**src/rtl/kmeans_iter_ctrl_k2_d5.sv**
```systemverilog
// rtl/kmeans_iter_ctrl_k2_d5.sv - k-means iteration sequencer for the k=2, d=5 distance pipeline
// Optional convergence early-exit is enabled by defining KMEANS_CONV_EN.
module kmeans_iter_ctrl_k2_d5 #(
  parameter int input_data_width = 16,
  parameter int PIPE_LAT         = 6,
  parameter int CNT_W            = 16,
  parameter int ACC_W            = 32
) (
  input  logic                          clk,
  input  logic                          rst_n,
  input  logic                          start,
  input  logic [CNT_W-1:0]              num_points,
  input  logic [7:0]                    max_iter,
  input  logic                          cent_wr_en,
  input  logic [3:0]                    cent_wr_sel,
  input  logic [input_data_width-1:0]   cent_wr_data,
  output logic                          mem_rd_en,
  output logic [CNT_W-1:0]              mem_rd_addr,
  input  logic [5*input_data_width-1:0] mem_rd_data,
  output logic [10*input_data_width-1:0] centroid_flat,
  output logic [5*input_data_width-1:0] pipe_in_data,
  input  logic [5*input_data_width-1:0] pipe_out_data,
  input  logic                          pipe_sel,
  output logic                          busy,
  output logic                          done,
`ifdef KMEANS_CONV_EN
  output logic                          converged,
`endif
  output logic [7:0]                    iter_count
);

  localparam int W      = input_data_width;
  localparam int NC     = 10;
  localparam int STEP_W = $clog2(ACC_W + 1);
  localparam logic [STEP_W-1:0] LAST_STEP = STEP_W'(ACC_W);
  localparam logic [CNT_W-1:0]  CNT_ONE   = CNT_W'(1);
  localparam logic [STEP_W-1:0] STEP_ONE  = STEP_W'(1);

  typedef enum logic [2:0] {
    S_IDLE, S_STREAM, S_DRAIN, S_DIVIDE, S_ITER_END, S_DONE
  } state_t;

  state_t            state_q, state_d;
  logic [W-1:0]      cent_q [NC];
  logic [ACC_W-1:0]  acc_q  [NC];
  logic [CNT_W-1:0]  cnt_q  [2];
  logic [CNT_W-1:0]  num_points_q;
  logic [CNT_W-1:0]  addr_q;
  logic [7:0]        max_iter_q;
  logic [7:0]        iter_q;
  logic [PIPE_LAT:0] vld_q;
  logic [3:0]        pair_q;
  logic [STEP_W-1:0] step_q;
  logic [CNT_W-1:0]  rem_q;
  logic [ACC_W-1:0]  quo_q;

  logic              start_ok;
  logic              acc_clr;
  logic              iter_last;
  logic              conv_stop;
  logic              cur_k;
  logic [CNT_W-1:0]  divisor;
  logic [CNT_W:0]    shifted;
  logic [CNT_W:0]    diff;
  logic              fits;
  logic [CNT_W-1:0]  rem_next;
  logic [ACC_W-1:0]  quo_next;
  logic              div_wr;
  logic [W-1:0]      div_mean;

  assign start_ok  = (state_q == S_IDLE) && start;
  assign acc_clr   = start_ok || (state_q == S_ITER_END);
  assign iter_last = ((iter_q + 8'd1) == max_iter_q);

  // Restoring divider datapath: remainder never exceeds the divisor, so the
  // sign of the trial subtraction decides the quotient bit.
  assign cur_k    = (pair_q >= 4'd5);
  assign divisor  = cnt_q[cur_k];
  assign shifted  = {rem_q, quo_q[ACC_W-1]};
  assign diff     = shifted - {1'b0, divisor};
  assign fits     = ~diff[CNT_W];
  assign rem_next = fits ? diff[CNT_W-1:0] : shifted[CNT_W-1:0];
  assign quo_next = {quo_q[ACC_W-2:0], fits};
  assign div_wr   = (state_q == S_DIVIDE) && (step_q == LAST_STEP) && (divisor != '0);
  assign div_mean = quo_next[W-1:0];

  assign mem_rd_en    = (state_q == S_STREAM);
  assign mem_rd_addr  = addr_q;
  assign pipe_in_data = mem_rd_data;
  assign busy         = (state_q != S_IDLE);
  assign done         = (state_q == S_DONE);
  assign iter_count   = iter_q;

  // Flatten the centroid table for the pipeline, k0d0 in the LSBs
  always_comb begin
    centroid_flat = '0;
    for (int i = 0; i < NC; i++) centroid_flat[i*W +: W] = cent_q[i];
  end

  // State register
  always_ff @(posedge clk or negedge rst_n) begin
    if (!rst_n) state_q <= S_IDLE;
    else        state_q <= state_d;
  end

  // Next-state logic
  always_comb begin
    state_d = state_q;
    case (state_q)
      S_IDLE: begin
        if (start) state_d = (num_points == '0 || max_iter == 8'd0) ? S_DONE : S_STREAM;
      end
      S_STREAM: begin
        if (addr_q == num_points_q - CNT_ONE) state_d = S_DRAIN;
      end
      S_DRAIN: begin
        // only the tail may still hold a valid: it is consumed this cycle
        if (vld_q[PIPE_LAT-1:0] == '0) state_d = S_DIVIDE;
      end
      S_DIVIDE: begin
        if (pair_q == 4'd9 && step_q == LAST_STEP) state_d = S_ITER_END;
      end
      S_ITER_END: begin
        state_d = (iter_last || conv_stop) ? S_DONE : S_STREAM;
      end
      S_DONE:  state_d = S_IDLE;
      default: state_d = S_IDLE;
    endcase
  end

  // Latched run parameters, iteration counter and stream address
  always_ff @(posedge clk or negedge rst_n) begin
    if (!rst_n) begin
      num_points_q <= '0;
      max_iter_q   <= '0;
      iter_q       <= '0;
      addr_q       <= '0;
    end else begin
      if (start_ok) begin
        num_points_q <= num_points;
        max_iter_q   <= max_iter;
        iter_q       <= '0;
      end else if (state_q == S_ITER_END) begin
        iter_q <= iter_q + 8'd1;
      end
      if (state_q == S_STREAM && state_d == S_STREAM) addr_q <= addr_q + CNT_ONE;
      else                                            addr_q <= '0;
    end
  end

  // Valid tracker: a read becomes a pipeline output 1+PIPE_LAT cycles later
  always_ff @(posedge clk or negedge rst_n) begin
    if (!rst_n) vld_q <= '0;
    else        vld_q <= {vld_q[PIPE_LAT-1:0], mem_rd_en};
  end

  // Per-centroid sums and counts from valid pipeline outputs
  always_ff @(posedge clk or negedge rst_n) begin
    if (!rst_n) begin
      for (int i = 0; i < NC; i++) acc_q[i] <= '0;
      cnt_q[0] <= '0;
      cnt_q[1] <= '0;
    end else if (acc_clr) begin
      for (int i = 0; i < NC; i++) acc_q[i] <= '0;
      cnt_q[0] <= '0;
      cnt_q[1] <= '0;
    end else if (vld_q[PIPE_LAT]) begin
      for (int i = 0; i < NC; i++) begin
        if (pipe_sel == (i >= 5))
          acc_q[i] <= acc_q[i] + ACC_W'(pipe_out_data[(i % 5)*W +: W]);
      end
      cnt_q[pipe_sel] <= cnt_q[pipe_sel] + CNT_ONE;
    end
  end

  // Divider sequencing: per pair one load step then ACC_W shift/subtract steps
  always_ff @(posedge clk or negedge rst_n) begin
    if (!rst_n) begin
      pair_q <= '0;
      step_q <= '0;
      rem_q  <= '0;
      quo_q  <= '0;
    end else if (state_q == S_DIVIDE) begin
      if (step_q == '0) begin
        rem_q <= '0;
        quo_q <= acc_q[pair_q];
      end else begin
        rem_q <= rem_next;
        quo_q <= quo_next;
      end
      if (step_q == LAST_STEP) begin
        step_q <= '0;
        pair_q <= (pair_q == 4'd9) ? 4'd0 : pair_q + 4'd1;
      end else begin
        step_q <= step_q + STEP_ONE;
      end
    end else begin
      pair_q <= '0;
      step_q <= '0;
    end
  end

  // Centroid table: host writes in IDLE, mean write-back at the end of each pair
  always_ff @(posedge clk or negedge rst_n) begin
    if (!rst_n) begin
      for (int i = 0; i < NC; i++) cent_q[i] <= '0;
    end else if (state_q == S_IDLE && cent_wr_en && cent_wr_sel < 4'd10) begin
      cent_q[cent_wr_sel] <= cent_wr_data;
    end else if (div_wr) begin
      cent_q[pair_q] <= div_mean;
    end
  end

`ifdef KMEANS_CONV_EN
  logic changed_q;
  logic converged_q;

  assign conv_stop = ~changed_q;
  assign converged = converged_q;

  // Sticky per-iteration change flag and run-level convergence status
  always_ff @(posedge clk or negedge rst_n) begin
    if (!rst_n) begin
      changed_q   <= 1'b0;
      converged_q <= 1'b0;
    end else begin
      if (state_d == S_STREAM && state_q != S_STREAM) changed_q <= 1'b0;
      else if (div_wr && div_mean != cent_q[pair_q]) changed_q <= 1'b1;
      if (start_ok) converged_q <= 1'b0;
      else if (state_q == S_ITER_END && state_d == S_DONE) converged_q <= ~changed_q;
    end
  end
`else
  assign conv_stop = 1'b0;
`endif

endmodule

```
**config.mk**
```make
export PLATFORM = sky130hd
export DESIGN_NAME = kmeans_iter_ctrl_k2_d5
export DESIGN_NICKNAME = d
export VERILOG_FILES = /design/src/rtl/kmeans_iter_ctrl_k2_d5.sv
export SDC_FILE = /design/constraint.sdc
export NUM_CORES = 2
export LEC_CHECK = 0
export CORE_ASPECT_RATIO = 1.75
export CORE_MARGIN = 2
export CORE_UTILIZATION = 56
export DETAILED_ROUTE_END_ITERATION = 6
export PLACE_DENSITY = 0.86
export SYNTH_ARGS = -nofsm -noshare
export SYNTH_HDL_FRONTEND = slang
export SYNTH_SLANG_ARGS = --single-unit
```
**constraint.sdc**
```tcl
create_clock -name clk -period 3.85 [get_ports clk]
set_input_delay 0.9625 -clock clk [delete_from_list [all_inputs] [get_ports clk]]
set_output_delay 0.9625 -clock clk [all_outputs]
set_load 0.005 [all_outputs]
```
======== Word-level counts from Yosys, hierarchy flattened ========
Index checks and enable logic that the tools add are counted.
storage, ports and cells
  input port bits ......................... 209
  register bits ........................... 628
  output and inout bits ................... 267
  word-level logic and storage cells ...... 152
cells by class
  reductions and logical operators ........ 25
  muxes and demuxes ....................... 52
  bitwise operators ....................... 5
  eq/ne operators ......................... 12
  order comparisons ....................... 9
  add/sub/neg operators ................... 17
operator list
  cell                     number
  $mux W320                2
  $mux W32                 15
  $add A32 B16 Y32         10
  $bwmux W160              2
  $mux W160                2
  $mux W16                 12
  $bmux W32 S4             1
  $demux W16 S4            2
  $add A16 B1 Y16 const B  2
  $bwmux W32               1
  $mux W3                  6
  $sub A17 B16 Y17         1
  $demux W16 S1            1
  $eq A16 B16 Y1           1
  $logic_not A16 Y1        1
  $mux W8                  2
  $reduce_bool A16 Y1      1
  $sub A16 B1 Y16 const B  1
  $pmux W3 S5              1
  $logic_not A6 Y1         2
  $mux W4                  3
  $mux W6                  2
  $ge A5 B5 Y1 const B     2
  $logic_and A1 B1 Y1      10
  24 further kinds         37

======== Depth between registers and ports, before layout ========
  depth in word-level cells ............... 10
  mapped depth ............................ 17
  mapped depth without buffers ............ 14

======== Worst setup path before layout ========
Ideal clock, no wire load.
  path type ............................... in2reg
  from .................................... input pipe_out_data[0]
  to ...................................... register acc_q[312] (netlist bit)
  stages on the path ...................... 11
  arrival ................................. 3.591 ns
  required time ........................... 3.718 ns
  slack ................................... 0.127 ns
  buffers on the path ..................... 1
  library setup time ...................... 0.132 ns
  cells stage by stage .................... ha_1 fa_1 a211o_1 a2111oi_0 o21ai_0 a41oi_1 o31a_1 clkbuf_1 nor3_1 xnor2_1 nor2_1
on the way
  longest elaborated chain between the ends .. 4
RTL lines
  what                            line  RTL
  start: declaration              22    input logic [5*input_data_width-1:0] pipe_out_data,
  $add A32 B16 Y32                170   acc_q[i] <= acc_q[i] + ACC_W'(pipe_out_data[(i % 5)*W +: W]);
  $mux W32                        169   if (pipe_sel == (i >= 5))
  $mux W320                       167   end else if (vld_q[PIPE_LAT]) begin
  $mux W320                       163   end else if (acc_clr) begin
  end signal: indexed assignment  170
  end: declaration                45    logic [ACC_W-1:0] acc_q [NC];
No other way between the ends. The select of a mux whose other input is x is not followed.
A chain may end at the register's enable or synchronous reset.

======== Worst setup path after layout ========
  from .................................... input pipe_out_data[48]
  to ...................................... register acc_q[52] (netlist bit)
The elaborated chain is that of the path after synthesis.

==> reports/metrics.yaml <==
cp_slowest_stage_delay_ns: 0.48
multi_input_area_um2: 22000
status: "complete, but fails checks"
slew_violations: 0
synth_edf_count: 0
rsz0062_at_grt: "yes"
crit_chain: "clkdlybuf4s50_1 > ha_1 > fa_1 > a211oi_1 > o21ai_0 > a2111oi_0 > buf_4 > nor2_1 > a221o_2 > nand3_1 > xor2_1 > nor2_1"
clk_path_buf_depth: 3
finClkSkew_ns: 0.0260
path_max_fanout: 8
htreeDepth: 2
ant_nets: 0
cts_tree: "built"
die_x_um: 204
grt_antenna_before_repair: 2
r2r_start: "pair_q[0]"
nets: 4973
final_cell_mix: "nand2_1, dfrtp_1, nor2_1, clkdlybuf4s50_1, o21ai_0"
hold_buffers: 0
cp_data_arrival_time_ns: 4.17
grt_max_degree: 111
drv_cap: 0
vias: 35900
fin_crit_ns: 3.68
syn_area_um2: 39400
cts-root-buf: "clkbuf_16"
drt_first_iter_violations: 3094
synthFlopType: "dfrtp_1"
yosys_register_bits: 628
yosys_warnings: 0
syn_nets: 4707
dp_hpwl_um: 91500
hold_viol: 0
initial_utilization: 0.566
cts_sinks: 628
r2r-end: "centroid_flat[111]"
drive_gt1_frac: 0.0959
grt_pass1_vias: 36400
path_clk_slew_ns: 0.07
area_delta_synth_final_pct: 16.5
syn_inst: 4305
rr_worst_depth: 9
finalCritPeriodShare: 0.955
numCtsBuffers: 57
violations: "DRC"
die-area_um2: 72500
critPathLaunchType: "input port"
async_flop_share: 1.00
port_buffers: 315
syn_avg_cell_area_um2: 9.14
regArea_um2: 15700
crit_path_top_delay_cell: "a221o_2"
wl_per_cell_um: 22.6
cp_common_cell: "nor2_1"
drt_first_pass_iters: 7
post-route-util: 0.660
min_path_type: "input port to async pin"
fill_cells: 5269
via_per_inst: 6.49
slew_headroom: 0.183
end_kind: "flop"
io_pins: 476
p_leak_uw: 0.0210
fmax_mhz: 272
routed_wl_um: 125000
synth_cell_types: 82
rows: 128
power_density_nw_per_um2: 644
routabilityCongestion: 0.958
seq_area_frac_synth: 0.399
grt-ovfl-total: 0
clock_latency_ns: 0.66
r2r_setup_slack_ns: 0.18
worst_slew_pin_slew_ns: 1.23
path_class: "input port to flop"
route.detailed.drc: 2
crit_required_ns: 4.35
grt_pass1_wl_um: 195000
final_common_cell: "nand2_1"
coreArea_um2: 69500
setup_viol: 0
die_h_um: 355
worst_slack_ns: 0.173
post-place-ws_ns: -0.487
grtUsageTotal: 0.342
peakVddDrop_uv: 495
==> sequential cells by signal, summed over array words and instances (netlist names) <==
register,count
centroid_flat,160
cnt_q,32
max_iter_q,8
quo_q,32
pair_q,4
vld_q,7
step_q,6
mem_rd_addr,16
state_q,3
acc_q,320
rem_q,16
iter_count,8
num_points_q,16
==> Yosys cell counts (23+ instances only) <==
| cell | count | area share |
|---|---|---|
| nand2_1 | 661 | 0.063 |
| dfrtp_1 | 628 | 0.40 |
| nor2_1 | 347 | 0.033 |
| a21oi_1 | 263 | 0.033 |
| o21ai_0 | 263 | 0.033 |
| xnor2_1 | 206 | 0.046 |
| ha_1 | 182 | 0.058 |
| clkbuf_1 | 164 | 0.016 |
| a21o_1 | 137 | 0.026 |
| nand3_1 | 129 | 0.016 |
| a22o_1 | 113 | 0.025 |
| xor2_1 | 102 | 0.023 |
| buf_4 | 84 | 0.016 |
| nor3_1 | 80 | 0.010 |
| mux4_2 | 64 | 0.037 |
| a22oi_1 | 63 | 0.012 |
| or3_1 | 60 | 0.0095 |
| inv_1 | 55 | 0.0052 |
| a211oi_1 | 50 | 0.0095 |
| and3_1 | 46 | 0.0073 |
| nand4_1 | 45 | 0.0072 |
| buf_1 | 41 | 0.0039 |
| and2_1 | 38 | 0.0060 |
| mux2i_1 | 36 | 0.0092 |
| a31oi_1 | 34 | 0.0054 |
| a222oi_1 | 31 | 0.0079 |
| nand2b_1 | 26 | 0.0041 |
| o21a_1 | 25 | 0.0048 |
| mux2_2 | 23 | 0.0066 |
| nor2b_1 | 23 | 0.0037 |
==> layer usage <==
metal | up-vias | share of wire | track usage
met4 | 0 | 0.090 | 0.269
li1 | 16000 | - | -
met1 | 17300 | 0.33 | 0.369
met5 | - | 0 | 0
met3 | 638 | 0.086 | 0.0639
met2 | 2000 | 0.49 | 0.587
==> worst max-delay path: cells and delay by family <==
family	cells	cell delay, ns
xor gates and xnor gates	1	0.17
adders and majority gates	2	0.68
AOI/OAI and AO/OA	4	1.42
and+or+nand+nor	3	0.28
buffers and inverters	2	0.64
==> worst max path at each step <==
stage / slack (ns) / from / end
2_1_floorplan: 0.13 / pipe_out_data[0] / acc_q[312]
3_3_place_gp: -0.43 / pipe_out_data[48] / acc_q[50]
3_5_place_dp: -0.49 / pipe_out_data[0] / acc_q[312]
4_1_cts: 0.10 / pair_q[0] / centroid_flat[111]
5_1_grt: -0.003 / pair_q[0] / centroid_flat[111]
6_report: 0.17 / pipe_out_data[48] / acc_q[52]
==> where the power goes <==
part / internal, µW / leakage [µW] / switching (µW) / total, µW
Clock: 3310 / 0.000969 / 2730 / 6040
Sequential: 8180 / 0.00830 / 2000 / 10200
Combinational: 6190 / 0.0117 / 7110 / 13300
Total: 17700 / 0.0210 / 11800 / 29500
==> final cells by class <==
cell class              count  area share
diodes                      2    0.000109
clock buffers              75      0.0352
repair buffers            520       0.106
multi-input cells        3309       0.479
well taps                 910      0.0248
clock inverters            30     0.00715
flip-flops and latches    628       0.343
inverters                  55     0.00450
==> stage by stage <==
| stage | hold slack, ns | area (µm²) | total power (µW) | TNS [ns] | cells |
|---|---|---|---|---|---|
| 2_1_floorplan | 0.346 | 39400 | 18400 | 0 | 4305 |
| 3_3_place_gp | 0.350 | 43900 | 22600 | -15.01 | 5420 |
| 3_5_place_dp | 0.360 | 43900 | 23200 | -21.79 | 5420 |
| 4_1_cts | 0.297 | 45800 | 29200 | 0 | 5525 |
| 5_1_grt | 0.325 | 45900 | 31200 | -0.00347 | 5529 |
| 6_report | 0.299 | 45900 | 29500 | 0 | 5529 |
==> timing repair <==
item                       4_1_cts  5_1_grt
buffers inserted                 0        2
resized for setup                0        6
setup endpoints to repair        0       50
==> kinds of logic after synthesis <==
| kind of cell | count (synthesis) | synth area share |
|---|---|---|
| buf+inv | 368 | 0.0444 |
| compound gates | 1123 | 0.189 |
| flops | 628 | 0.399 |
| simple gates | 1562 | 0.183 |
| xor+xnor | 308 | 0.0685 |
| fa+ha+maj | 193 | 0.0635 |
| mux | 123 | 0.0524 |
Note: power is estimated with default switching activity, not from simulation.
